===== src/rtl/mult_dispatch_pkg.sv =====
// Shared types and helpers for the RV32M multiply dispatcher and its optional result cache.
package mult_dispatch_pkg;

    typedef enum logic [1:0] {
        ST_IDLE  = 2'd0,
        ST_BUSY  = 2'd1,
        ST_RESP  = 2'd2,
        ST_DRAIN = 2'd3
    } state_t;

    localparam logic [6:0] OPC_OP    = 7'b0110011;
    localparam logic [6:0] F7_MULDIV = 7'b0000001;

    typedef struct packed {
        logic        vld;
        logic [31:0] rs1;
        logic [31:0] rs2;
        logic [11:0] funct;
        logic [31:0] data;
    } cache_entry_t;

    // MULT decodes its operation from this packed selection of instruction bits
    function automatic logic [11:0] mk_funct12(input logic [31:0] inst);
        return {inst[30], inst[25], inst[14:12], inst[6:0]};
    endfunction

endpackage


===== src/rtl/mult_dispatch_cache.sv =====
// One-entry last-result cache for mult_dispatch (only built when MULT_CACHE_EN is defined).
// Combinational lookup; fill and clear take effect on the next rising edge.
module mult_dispatch_cache
    import mult_dispatch_pkg::*;
(
    input  logic        clk,
    input  logic        reset,
    input  logic        i_fill,
    input  logic        i_clear,
    input  logic [31:0] i_fill_rs1,
    input  logic [31:0] i_fill_rs2,
    input  logic [11:0] i_fill_funct,
    input  logic [31:0] i_fill_data,
    input  logic [31:0] i_lk_rs1,
    input  logic [31:0] i_lk_rs2,
    input  logic [11:0] i_lk_funct,
    output logic        o_hit,
    output logic [31:0] o_data
);

    cache_entry_t r_entry;

    always_ff @(posedge clk) begin
        if (reset || i_clear) begin
            r_entry <= '0;
        end else if (i_fill) begin
            r_entry <= '{vld: 1'b1, rs1: i_fill_rs1, rs2: i_fill_rs2,
                         funct: i_fill_funct, data: i_fill_data};
        end
    end

    assign o_hit  = r_entry.vld && (r_entry.rs1 == i_lk_rs1) &&
                    (r_entry.rs2 == i_lk_rs2) && (r_entry.funct == i_lk_funct);
    assign o_data = r_entry.data;

endmodule


===== src/rtl/mult_dispatch.sv =====
// Issue stage in front of the MULT unit: one RV32M multiply in flight, result returned over valid/ready.
// Optional one-entry result cache under MULT_CACHE_EN; in_ready is high only in IDLE.
module mult_dispatch
    import mult_dispatch_pkg::*;
#(
    parameter int GAP_CYCLES     = 1,
    parameter int TIMEOUT_CYCLES = 64
) (
    input  logic        clk,
    input  logic        reset,
    input  logic        in_valid,
    output logic        in_ready,
    input  logic [31:0] in_inst,
    input  logic [31:0] in_rs1,
    input  logic [31:0] in_rs2,
    output logic        mult_enable,
    output logic [11:0] mult_funct3,
    output logic [31:0] mult_rs1,
    output logic [31:0] mult_rs2,
    input  logic [31:0] mult_rd,
    input  logic        mult_done,
    output logic        out_valid,
    input  logic        out_ready,
    output logic [4:0]  out_rd_addr,
    output logic [31:0] out_data,
    output logic        out_err
);

    localparam int GW = $clog2(GAP_CYCLES + 1);
    localparam int TW = (TIMEOUT_CYCLES > 1) ? $clog2(TIMEOUT_CYCLES) : 1;

    state_t       r_state;
    logic [TW-1:0] r_tmo;
    logic [GW-1:0] r_gap;
    logic         r_mult_enable;
    logic [11:0]  r_mult_funct3;
    logic [31:0]  r_mult_rs1;
    logic [31:0]  r_mult_rs2;
    logic         r_out_valid;
    logic [4:0]   r_out_rd_addr;
    logic [31:0]  r_out_data;
    logic         r_out_err;

    logic         w_legal;
    logic [11:0]  w_funct12;
    logic         w_tmo_hit;
    logic         w_gap_done;
    logic         w_hit;
    logic [31:0]  w_cache_data;
    logic         w_unused;

    assign w_legal    = (in_inst[6:0] == OPC_OP) && (in_inst[31:25] == F7_MULDIV) && !in_inst[14];
    assign w_funct12  = mk_funct12(in_inst);
    assign w_tmo_hit  = (r_tmo == TW'(TIMEOUT_CYCLES - 1));
    assign w_gap_done = (r_gap >= GW'(GAP_CYCLES));
    assign w_unused   = &{1'b0, in_inst[24:15]};

`ifdef MULT_CACHE_EN
    logic w_fill;
    logic w_clear;

    assign w_fill  = (r_state == ST_BUSY) && mult_done;
    assign w_clear = (r_state == ST_BUSY) && !mult_done && w_tmo_hit;

    mult_dispatch_cache u_cache (
        .clk          (clk),
        .reset        (reset),
        .i_fill       (w_fill),
        .i_clear      (w_clear),
        .i_fill_rs1   (r_mult_rs1),
        .i_fill_rs2   (r_mult_rs2),
        .i_fill_funct (r_mult_funct3),
        .i_fill_data  (mult_rd),
        .i_lk_rs1     (in_rs1),
        .i_lk_rs2     (in_rs2),
        .i_lk_funct   (w_funct12),
        .o_hit        (w_hit),
        .o_data       (w_cache_data)
    );
`else
    assign w_hit        = 1'b0;
    assign w_cache_data = '0;
`endif

    always_ff @(posedge clk) begin
        if (reset) begin
            r_state       <= ST_IDLE;
            r_tmo         <= '0;
            r_gap         <= '0;
            r_mult_enable <= 1'b0;
            r_mult_funct3 <= '0;
            r_mult_rs1    <= '0;
            r_mult_rs2    <= '0;
            r_out_valid   <= 1'b0;
            r_out_rd_addr <= '0;
            r_out_data    <= '0;
            r_out_err     <= 1'b0;
        end else begin
            // Gap counts every cycle Enable is low; restarted when a new op issues
            if (!r_mult_enable && !w_gap_done) r_gap <= r_gap + 1'b1;

            case (r_state)
                ST_IDLE: begin
                    if (in_valid) begin
                        r_out_rd_addr <= in_inst[11:7];
                        if (!w_legal) begin
                            r_out_err   <= 1'b1;
                            r_out_data  <= '0;
                            r_out_valid <= 1'b1;
                            r_state     <= ST_RESP;
                        end else if (w_hit) begin
                            r_out_err   <= 1'b0;
                            r_out_data  <= w_cache_data;
                            r_out_valid <= 1'b1;
                            r_state     <= ST_RESP;
                        end else begin
                            r_mult_funct3 <= w_funct12;
                            r_mult_rs1    <= in_rs1;
                            r_mult_rs2    <= in_rs2;
                            r_mult_enable <= 1'b1;
                            r_tmo         <= '0;
                            r_gap         <= '0;
                            r_state       <= ST_BUSY;
                        end
                    end
                end
                ST_BUSY: begin
                    if (mult_done) begin
                        r_mult_enable <= 1'b0;
                        r_out_data    <= mult_rd;
                        r_out_err     <= 1'b0;
                        r_out_valid   <= 1'b1;
                        r_state       <= ST_RESP;
                    end else if (w_tmo_hit) begin
                        r_mult_enable <= 1'b0;
                        r_out_data    <= '0;
                        r_out_err     <= 1'b1;
                        r_out_valid   <= 1'b1;
                        r_state       <= ST_RESP;
                    end else begin
                        r_tmo <= r_tmo + 1'b1;
                    end
                end
                ST_RESP: begin
                    if (out_ready) begin
                        r_out_valid <= 1'b0;
                        r_state     <= ST_DRAIN;
                    end
                end
                ST_DRAIN: begin
                    if (w_gap_done && !mult_done) r_state <= ST_IDLE;
                end
                default: r_state <= ST_IDLE;
            endcase
        end
    end

    assign in_ready    = (r_state == ST_IDLE);
    assign mult_enable = r_mult_enable;
    assign mult_funct3 = r_mult_funct3;
    assign mult_rs1    = r_mult_rs1;
    assign mult_rs2    = r_mult_rs2;
    assign out_valid   = r_out_valid;
    assign out_rd_addr = r_out_rd_addr;
    assign out_data    = r_out_data;
    assign out_err     = r_out_err;

endmodule


===== config.mk =====
export PLATFORM = sky130hd
export DESIGN_NAME = mult_dispatch
export DESIGN_NICKNAME = d
export VERILOG_FILES = /design/src/rtl/mult_dispatch_pkg.sv /design/src/rtl/mult_dispatch_cache.sv /design/src/rtl/mult_dispatch.sv
export SDC_FILE = /design/constraint.sdc
export NUM_CORES = 1
export LEC_CHECK = 0
export ABC_AREA = 1
export BUFFER_PORTS_ARGS = -buffer_cell sky130_fd_sc_hd__buf_4
export CORE_MARGIN = 1
export CORE_UTILIZATION = 35
export CTS_CLUSTER_SIZE = 25
export DETAILED_ROUTE_END_ITERATION = 12
export PLACE_DENSITY_LB_ADDON = 0.1
export SYNTH_ARGS = -nofsm -noshare
export SYNTH_HDL_FRONTEND = slang
export SYNTH_SLANG_ARGS = --single-unit

===== constraint.sdc =====
create_clock -name clk -period 2.7 [get_ports clk]
set_input_delay 0.54 -clock clk [delete_from_list [all_inputs] [get_ports clk]]
set_output_delay 0.54 -clock clk [all_outputs]
set_load 0.03 [all_outputs]

==> flow_metrics.py, run 1 <==
metrics = {
    "run_status": {
        "status": "finished clean",
    },
    "synthesis": {
        "yosysWarningCount": 0,
        "synth-compound-area-share": 0.134,
        "synth_nets": 825,
        "ys_ff_latch": 125,
        "synthAdderAreaFrac": 0.0168,
        "yosys.cell_types.count": 29,
        "synthMuxAreaShare": 0,
        "postSynthCellCount": 685,
        "synth_area_um2": 5200,
        "synthXorXnorAreaFrac": 0,
        "yosysSeqAreaShare": 0.481,
        "synth_top_family_by_area": "simple AND/OR/NAND/NOR gates",
        "syn_area_per_cell_um2": 7.59,
        "yosys.area_share.simple": 0.297,
    },
    "min_path": {
        "holdPathEnd": "r_tmo[1]",
        "hold_depth": 2,
        "hold_path.class": "in -> reg",
        "hp-start": "reset",
    },
    "global_routing": {
        "grt_pass1_wl_um": 23100,
        "grt_start_max_net_pins": 72,
        "overflow": 0,
        "grt_usage": 0.196,
        "antenna_found_initial": 0,
        "grt_pass1_vias": 4871,
    },
    "timing": {
        "worst_slew_pin_slew_ps": 619,
        "whs_ps": 340,
        "fin_skew_ps": 9.83,
        "fin_crit_sh": 0.843,
        "setup_viol": 0,
        "slew_violations": 0,
        "timing.final.ws_setup_ps": 425,
        "max_freq_ghz": 0.440,
        "slew_headroom": 0.587,
        "min_period_ps": 2270,
        "rsz0062_at_grt": "no",
        "hold_viol_final": 0,
        "fin_tns_setup_ps": 0,
    },
    "final_layout": {
        "antenna_cells": 0,
        "fin_nets": 1045,
        "mostFrequentLayoutCell": "buf_4",
        "drive_gt1_frac": 0.356,
        "syn_to_final_growth_pct": 46.5,
        "most-common-layout-cells": "242 x buf_4, 191 x nor2_1, 125 x dfxtp_1",
        "nFillCells": 1403,
    },
    "power": {
        "power_per_cell_area_nw_per_um2": 952,
        "peakVddDrop_mv": 0.472,
        "leakagePower_nw": 3.78,
    },
    "run": {
        "cap_violations": 0,
    },
    "clock_network": {
        "post-cts-setup-buffer-count": 0,
        "clk_latency_ps": 410,
        "h-tree-depth": 4,
        "clock_sinks": 125,
        "cts_tree": "built",
        "cts_hold_buffers": 0,
        "cts_root_buf": "clkbuf_16",
        "clockBufferDepth": 2,
        "cts.clk_slew.worst_paths_ps": 50,
        "cts_resized": 0,
        "cts_made_buffers": 17,
    },
    "floorplan": {
        "rows": 44,
        "die_h_um": 124,
        "dieArea_um2": 15400,
        "start_util": 0.358,
        "core-area_um2": 14500,
        "die_x_um": 124,
        "ios": 250,
    },
    "setup_path": {
        "worstPathArrival_ps": 2620,
        "path_class": "reg -> reg",
        "path_max_fanout": 71,
        "worstSetupEndpointType": "register",
        "rrSetupSlack_ps": 430,
        "reg2reg_from": "r_state[0]",
        "required_ps": 3040,
        "reg2reg_depth": 9,
        "startpoint_type": "register",
        "r2r-end": "mult_rs1[13]",
    },
    "detailed_routing": {
        "via_per_inst": 4.65,
        "drt_wl_total_um": 15000,
        "drc": 0,
        "final_antenna_net_count": 0,
        "wl_per_cell_um": 13.6,
        "vias": 5122,
        "firstDrtPassIters": 6,
        "first_iter_violations": 273,
    },
    "placement": {
        "routabilityCongestion": 0.751,
        "hpwl_um": 10200,
        "place_ws_ps": 357,
        "io_buffers": 239,
    },
}
metrics by stage:
stage	cells	util	area, um2	power [mW]
3_3_place_gp	1070	0.485	7050	5.02
3_5_place_dp	1070	0.485	7050	5.09
5_1_grt	1101	0.524	7620	7.69
4_1_cts	1101	0.524	7620	7.33
6_report	1101	0.524	7620	7.26
2_1_floorplan	685	-	5200	4.36
area by class of cell:
cell class / count / area (um2) / share of cell area
multi-input combinational: 490 / 2330 / 0.306
tap: 184 / 230 / 0.0302
clock inverter: 11 / 119 / 0.0156
clock buffer: 20 / 457 / 0.0599
sequential: 125 / 2500 / 0.328
timing repair buffer: 245 / 1880 / 0.246
inverter: 26 / 103 / 0.0135
routing by layer:
| metal | vias up | routed length, um | share of wire | GRT usage |
|---|---|---|---|---|
| li1 | 2628 | - | - | - |
| met3 | 16 | 1320 | 0.088 | 0.0875 |
| met5 | - | 0 | 0 | 0 |
| met2 | 173 | 7190 | 0.48 | 0.324 |
| met1 | 2305 | 6300 | 0.42 | 0.220 |
| met4 | 0 | 196 | 0.013 | 0.0737 |
cell families (layout without fill, tap and decap cells):
family	Yosys count	after routing
DFF	125	125
buffers and inverters	70	302
adders and majority gates	7	7
AOI/OAI and AO/OA	122	122
and+or+nand+nor	361	361
worst max path at each step:
stage	depth (start not counted)	to	slack [ps]	start
after CTS	9	mult_rs1[13]	350	r_state[0]
after global routing	9	mult_rs1[17]	140	r_state[0]
after detailed placement	9	mult_rs1[5]	360	r_state[0]
after global placement	9	mult_rs1[10]	480	r_state[1]
final	9	mult_rs1[13]	430	r_state[0]
after floorplan	9	mult_rs2[22]	920	r_state[0]
report_power, final:
part	leakage (nW)	total, mW	switching (mW)	internal (mW)
clock	0.285	2.21	0.818	1.40
sequential	1.02	2.36	0.204	2.16
combinational	2.48	2.68	1.68	1.00
Yosys cell counts:
| cell | count | share of area |
|---|---|---|
| nor2_1 | 191 | 0.14 |
| dfxtp_1 | 125 | 0.48 |
| nand2_1 | 104 | 0.075 |
| o21ai_0 | 53 | 0.051 |
| nand3_1 | 38 | 0.037 |
| a21oi_1 | 24 | 0.023 |
| inv_1 | 22 | 0.016 |
| a21oi_2 | 20 | 0.034 |
| o21ai_1 | 20 | 0.019 |
| clkbuf_1 | 18 | 0.013 |
| nand3_2 | 12 | 0.023 |
| buf_2 | 10 | 0.0096 |
| buf_4 | 7 | 0.010 |
| ha_1 | 7 | 0.017 |
| buf_6 | 5 | 0.011 |
| o21a_1 | 5 | 0.0072 |
| nand2_2 | 4 | 0.0048 |
| nor2_2 | 4 | 0.0048 |
| inv_2 | 3 | 0.0022 |
| buf_1 | 2 | 0.0014 |
| buf_8 | 2 | 0.0058 |
| nor2_4 | 2 | 0.0043 |
| clkinv_4 | 1 | 0.0017 |
| nand2_4 | 1 | 0.0022 |
| nand3_4 | 1 | 0.0034 |
| nand4_1 | 1 | 0.0012 |
| nor3b_1 | 1 | 0.0014 |
| or2_2 | 1 | 0.0012 |
| or2_4 | 1 | 0.0017 |
registers in the layout, indices dropped and copies added (netlist names):
name / count
mult_rs1: 32
mult_rs2: 32
out_data: 32
mult_funct3: 12
r_tmo: 6
out_rd_addr: 5
r_state: 2
mult_enable: 1
out_err: 1
out_valid: 1
r_gap: 1
critical path, cell delays in order (launching register included):
cell and delay, ps:
dfxtp_1 340, inv_1 140, ha_1 280, nand2_1 210, inv_2 210, nand3_4 320
inv_2 160, buf_12 260, o21ai_0 130, nor2_1 130
Note: power is estimated with default switching activity, not from simulation.
==> run 2: changes to the inputs <==
Clock period 2.7 ns to 2.1 ns, I/O delays scaled along.
==> flow_metrics.py, run 2 (synthesis gave the netlist of run 1 again) <==
metrics = {
    "placement": {
        "hpwl_um": 10500,
        "io_buffers": 239,
        "place_ws_ps": 3.93,
        "routabilityCongestion": 0.760,
    },
    "detailed_routing": {
        "firstDrtPassIters": 4,
        "drt_wl_total_um": 14900,
        "drc": 0,
        "wl_per_cell_um": 13.4,
        "first_iter_violations": 205,
        "final_antenna_net_count": 0,
        "via_per_inst": 4.67,
        "vias": 5176,
    },
    "floorplan": {
        "ios": 250,
        "die_h_um": 124,
        "dieArea_um2": 15400,
        "start_util": 0.358,
        "die_x_um": 124,
        "core-area_um2": 14500,
        "rows": 44,
    },
    "setup_path": {
        "startpoint_type": "register",
        "r2r-end": "r_tmo[1]",
        "required_ps": 1680,
        "reg2reg_from": "r_state[0]",
        "reg2reg_depth": 10,
        "rrSetupSlack_ps": 220,
        "worstSetupEndpointType": "output pin",
        "path_max_fanout": 5,
        "worstPathArrival_ps": 1470,
        "path_class": "reg -> out",
    },
    "timing": {
        "setup_viol": 0,
        "fin_tns_setup_ps": 0,
        "rsz0062_at_grt": "no",
        "hold_viol_final": 0,
        "worst_slew_pin_slew_ps": 391,
        "max_freq_ghz": 0.530,
        "fin_crit_sh": 0.898,
        "min_period_ps": 1890,
        "timing.final.ws_setup_ps": 214,
        "slew_headroom": 0.739,
        "slew_violations": 0,
        "fin_skew_ps": 13.5,
    },
    "power": {
        "totalPowerFinal_mw": 9.44,
        "leakagePower_nw": 3.84,
        "peakVddDrop_mv": 0.479,
        "power_per_cell_area_nw_per_um2": 1220,
    },
    "clock_network": {
        "clockBufferDepth": 2,
        "cts_made_buffers": 17,
        "h-tree-depth": 4,
        "cts_tree": "built",
        "cts_root_buf": "clkbuf_16",
        "clk_latency_ps": 420,
        "clock_sinks": 125,
        "cts.clk_slew.worst_paths_ps": 50,
        "post-cts-setup-buffer-count": 0,
    },
    "min_path": {
        "holdPathEnd": "r_tmo[0]",
        "hold_path.class": "in -> reg",
        "hold_depth": 2,
        "hp-start": "reset",
    },
    "final_layout": {
        "syn_to_final_growth_pct": 48.7,
        "nFillCells": 1399,
        "antenna_cells": 0,
        "mostFrequentLayoutCell": "buf_4",
        "fin_nets": 1053,
        "drive_gt1_frac": 0.360,
        "most-common-layout-cells": "245 x buf_4, 191 x nor2_1, 125 x dfxtp_1",
    },
    "global_routing": {
        "overflow": 0,
        "grt_pass1_vias": 4799,
        "grt_start_max_net_pins": 52,
        "grt_pass1_wl_um": 23000,
        "grt_usage": 0.195,
        "antenna_found_initial": 0,
    },
    "run": {
        "cap_violations": 0,
    },
    "run_status": {
        "status": "finished clean",
    },
}
-- run 2: repair_timing --
item,4_1_cts,5_1_grt
setup endpoints to repair,1,4
hold buffers,0,0
hold endpoints to repair,0,0
gates resized for setup,1,2
-- run 2: critical path, stage by stage, from the launching register on --
cell and delay [ps]:
dfxtp_1 390, inv_1 110, ha_1 240, buf_4 160
buf_4 170
-- run 2: per-layer routing --
layer  track usage  vias to the layer above  routed length, um
li1              -                     2641                  -
met1         0.218                     2347               6050
met2         0.322                      171               7230
met3        0.0838                       17               1310
met4        0.0900                        0                272
met5             0                        -                  0
-- run 2: worst max path at each step --
stage	cells past startpoint	startpoint	end
finish	4	r_state[0]	in_ready
global route	9	r_state[0]	mult_rs2[25]
CTS	10	r_state[0]	r_tmo[1]
detailed placement	10	r_state[0]	r_tmo[1]
global placement	10	r_state[0]	r_tmo[0]
floorplan	9	r_state[0]	mult_rs2[22]
-- run 2: cell type report --
| type | count | area, um2 | area share |
|---|---|---|---|
| Clock buffer | 22 | 464 | 0.0600 |
| Clock inverter | 8 | 92.6 | 0.0120 |
| Inverter | 26 | 103 | 0.0133 |
| Multi-Input combinational cell | 490 | 2340 | 0.303 |
| Sequential cell | 125 | 2500 | 0.324 |
| Tap cell | 184 | 230 | 0.0298 |
| Timing Repair Buffer | 253 | 2000 | 0.258 |
-- run 2: stage by stage --
step	area, um2	instances	utilization	hold slack, ps
2_1_floorplan	5200	685	-	428
3_3_place_gp	7170	1078	0.493	421
3_5_place_dp	7170	1078	0.493	425
4_1_cts	7730	1108	0.532	201
5_1_grt	7730	1108	0.532	209
6_report	7730	1108	0.532	222
-- run 2: power breakdown --
part           internal, mW  total [mW]  leakage, nW  switching, mW
registers              2.78        3.04         1.02          0.259
logic                  1.43        3.63         2.55           2.19
clock network          1.78        2.77        0.275          0.989
==> run 3: changes to the inputs <==
Settings changed: GPL_TIMING_DRIVEN from default to 0.
==> flow_metrics.py, run 3 (synthesis gave the netlist of run 1 again) <==
metrics = {
    "run_status": {
        "status": "finished clean",
    },
    "clock_network": {
        "cts_tree": "built",
        "h-tree-depth": 4,
        "clock_sinks": 125,
        "cts_made_buffers": 17,
        "cts_root_buf": "clkbuf_16",
        "clockBufferDepth": 2,
        "clk_latency_ps": 420,
        "cts_hold_buffers": 0,
        "cts.clk_slew.worst_paths_ps": 60,
    },
    "power": {
        "totalPowerFinal_mw": 9.75,
        "power_per_cell_area_nw_per_um2": 1240,
        "leakagePower_nw": 3.89,
        "peakVddDrop_mv": 0.571,
    },
    "detailed_routing": {
        "via_per_inst": 4.55,
        "wl_per_cell_um": 13.7,
        "final_antenna_net_count": 0,
        "first_iter_violations": 186,
        "drt_wl_total_um": 15700,
        "drc": 0,
        "vias": 5187,
        "firstDrtPassIters": 4,
    },
    "floorplan": {
        "die_h_um": 124,
        "rows": 44,
        "dieArea_um2": 15400,
        "die_x_um": 124,
        "ios": 250,
        "core-area_um2": 14500,
        "start_util": 0.358,
    },
    "global_routing": {
        "overflow": 0,
        "grt_start_max_net_pins": 17,
        "grt_pass1_wl_um": 24200,
        "grt_pass1_vias": 4835,
        "grt_usage": 0.207,
        "antenna_found_initial": 0,
    },
    "final_layout": {
        "syn_to_final_growth_pct": 50.8,
        "drive_gt1_frac": 0.362,
        "fin_cells": 1141,
        "mostFrequentLayoutCell": "buf_4",
        "most-common-layout-cells": "247 x buf_4, 191 x nor2_1, 125 x dfxtp_1",
        "utilization": 0.540,
        "nFillCells": 1490,
        "fin_nets": 1084,
        "antenna_cells": 0,
    },
    "min_path": {
        "hold_path.class": "in -> reg",
    },
    "timing": {
        "max_freq_ghz": 0.543,
        "fin_tns_setup_ps": 0,
        "worst_slew_pin_slew_ps": 661,
        "slew_headroom": 0.559,
        "min_period_ps": 1840,
        "slew_violations": 0,
        "timing.final.ws_setup_ps": 258,
        "setup_viol": 0,
        "hold_viol_final": 0,
        "fin_crit_sh": 0.877,
        "fin_skew_ps": 8.34,
        "rsz0062_at_grt": "no",
    },
    "placement": {
        "hpwl_um": 11500,
        "dpl.cell_count": 1108,
        "routabilityCongestion": 0.783,
        "place_ws_ps": -84.7,
        "io_buffers": 239,
    },
    "setup_path": {
        "worstPathArrival_ps": 2190,
        "startpoint_type": "register",
        "path_class": "reg -> reg",
        "required_ps": 2450,
        "path_max_fanout": 10,
        "worstSetupEndpointType": "register",
    },
    "run": {
        "cap_violations": 0,
    },
}
[run 3: changes by cell type in the layout (fill, tap and decap cells not counted), sizes merged]
cell      change
buf          +13
bufinv        +1
clkbuf       +17
clkinvlp      +2
[run 3: worst max-delay path, cell delays in order (launching register included)]
cell and delay [ps]:
dfxtp_1 340, inv_1 140, ha_2 270, nand2_2 130, inv_2 110, nand3_4 200, inv_6 160, buf_2 210
o21ai_0 100, nor2_1 120
[run 3: worst paths after layout]
path | slack [ps] | depth (start not counted) | from | end
setup / recovery | 260 | 9 | r_state[1] | mult_rs2[31]
hold reg to reg | 450 | 2 | mult_funct3[9] | mult_funct3[9]
setup reg to reg | 260 | 9 | r_state[1] | mult_rs2[31]
hold / removal | 210 | 2 | reset | r_tmo[3]
[run 3: area by class of cell]
cell class,instances,area [um2],area share
multi-input cells,490,2340,0.298
well taps,184,230,0.0293
plain buffers,44,264,0.0336
clock buffers,21,460,0.0587
clock inverters,11,141,0.0180
inverters,26,108,0.0137
flip-flops and latches,125,2500,0.319
repair buffers,240,1800,0.230
[run 3: metrics by stage]
step	cell area, um2	hold WS [ps]
after floorplan	5200	428
after global placement	7230	420
after detailed placement	7230	420
after CTS	7830	196
after global routing	7850	207
final	7850	211
[run 3: power breakdown]
| part | leakage [nW] | switching, mW | internal (mW) |
|---|---|---|---|
| logic | 2.59 | 2.22 | 1.48 |
| clock network | 0.289 | 1.08 | 1.92 |
| registers | 1.02 | 0.268 | 2.78 |
[run 3: routing by layer]
layer | track usage | vias to the layer above | routed length [um] | share of wire
met5 | 0 | - | 0 | 0
met4 | 0.0759 | 0 | 226 | 0.014
met3 | 0.0847 | 16 | 1430 | 0.091
met2 | 0.335 | 167 | 7380 | 0.47
met1 | 0.245 | 2288 | 6640 | 0.42
li1 | - | 2716 | - | -
[run 3: timing repair]
action	CTS	global route
resized for setup	2	2
buffers inserted	0	1
endpoints found under the setup margin	65	74
cloned	0	0
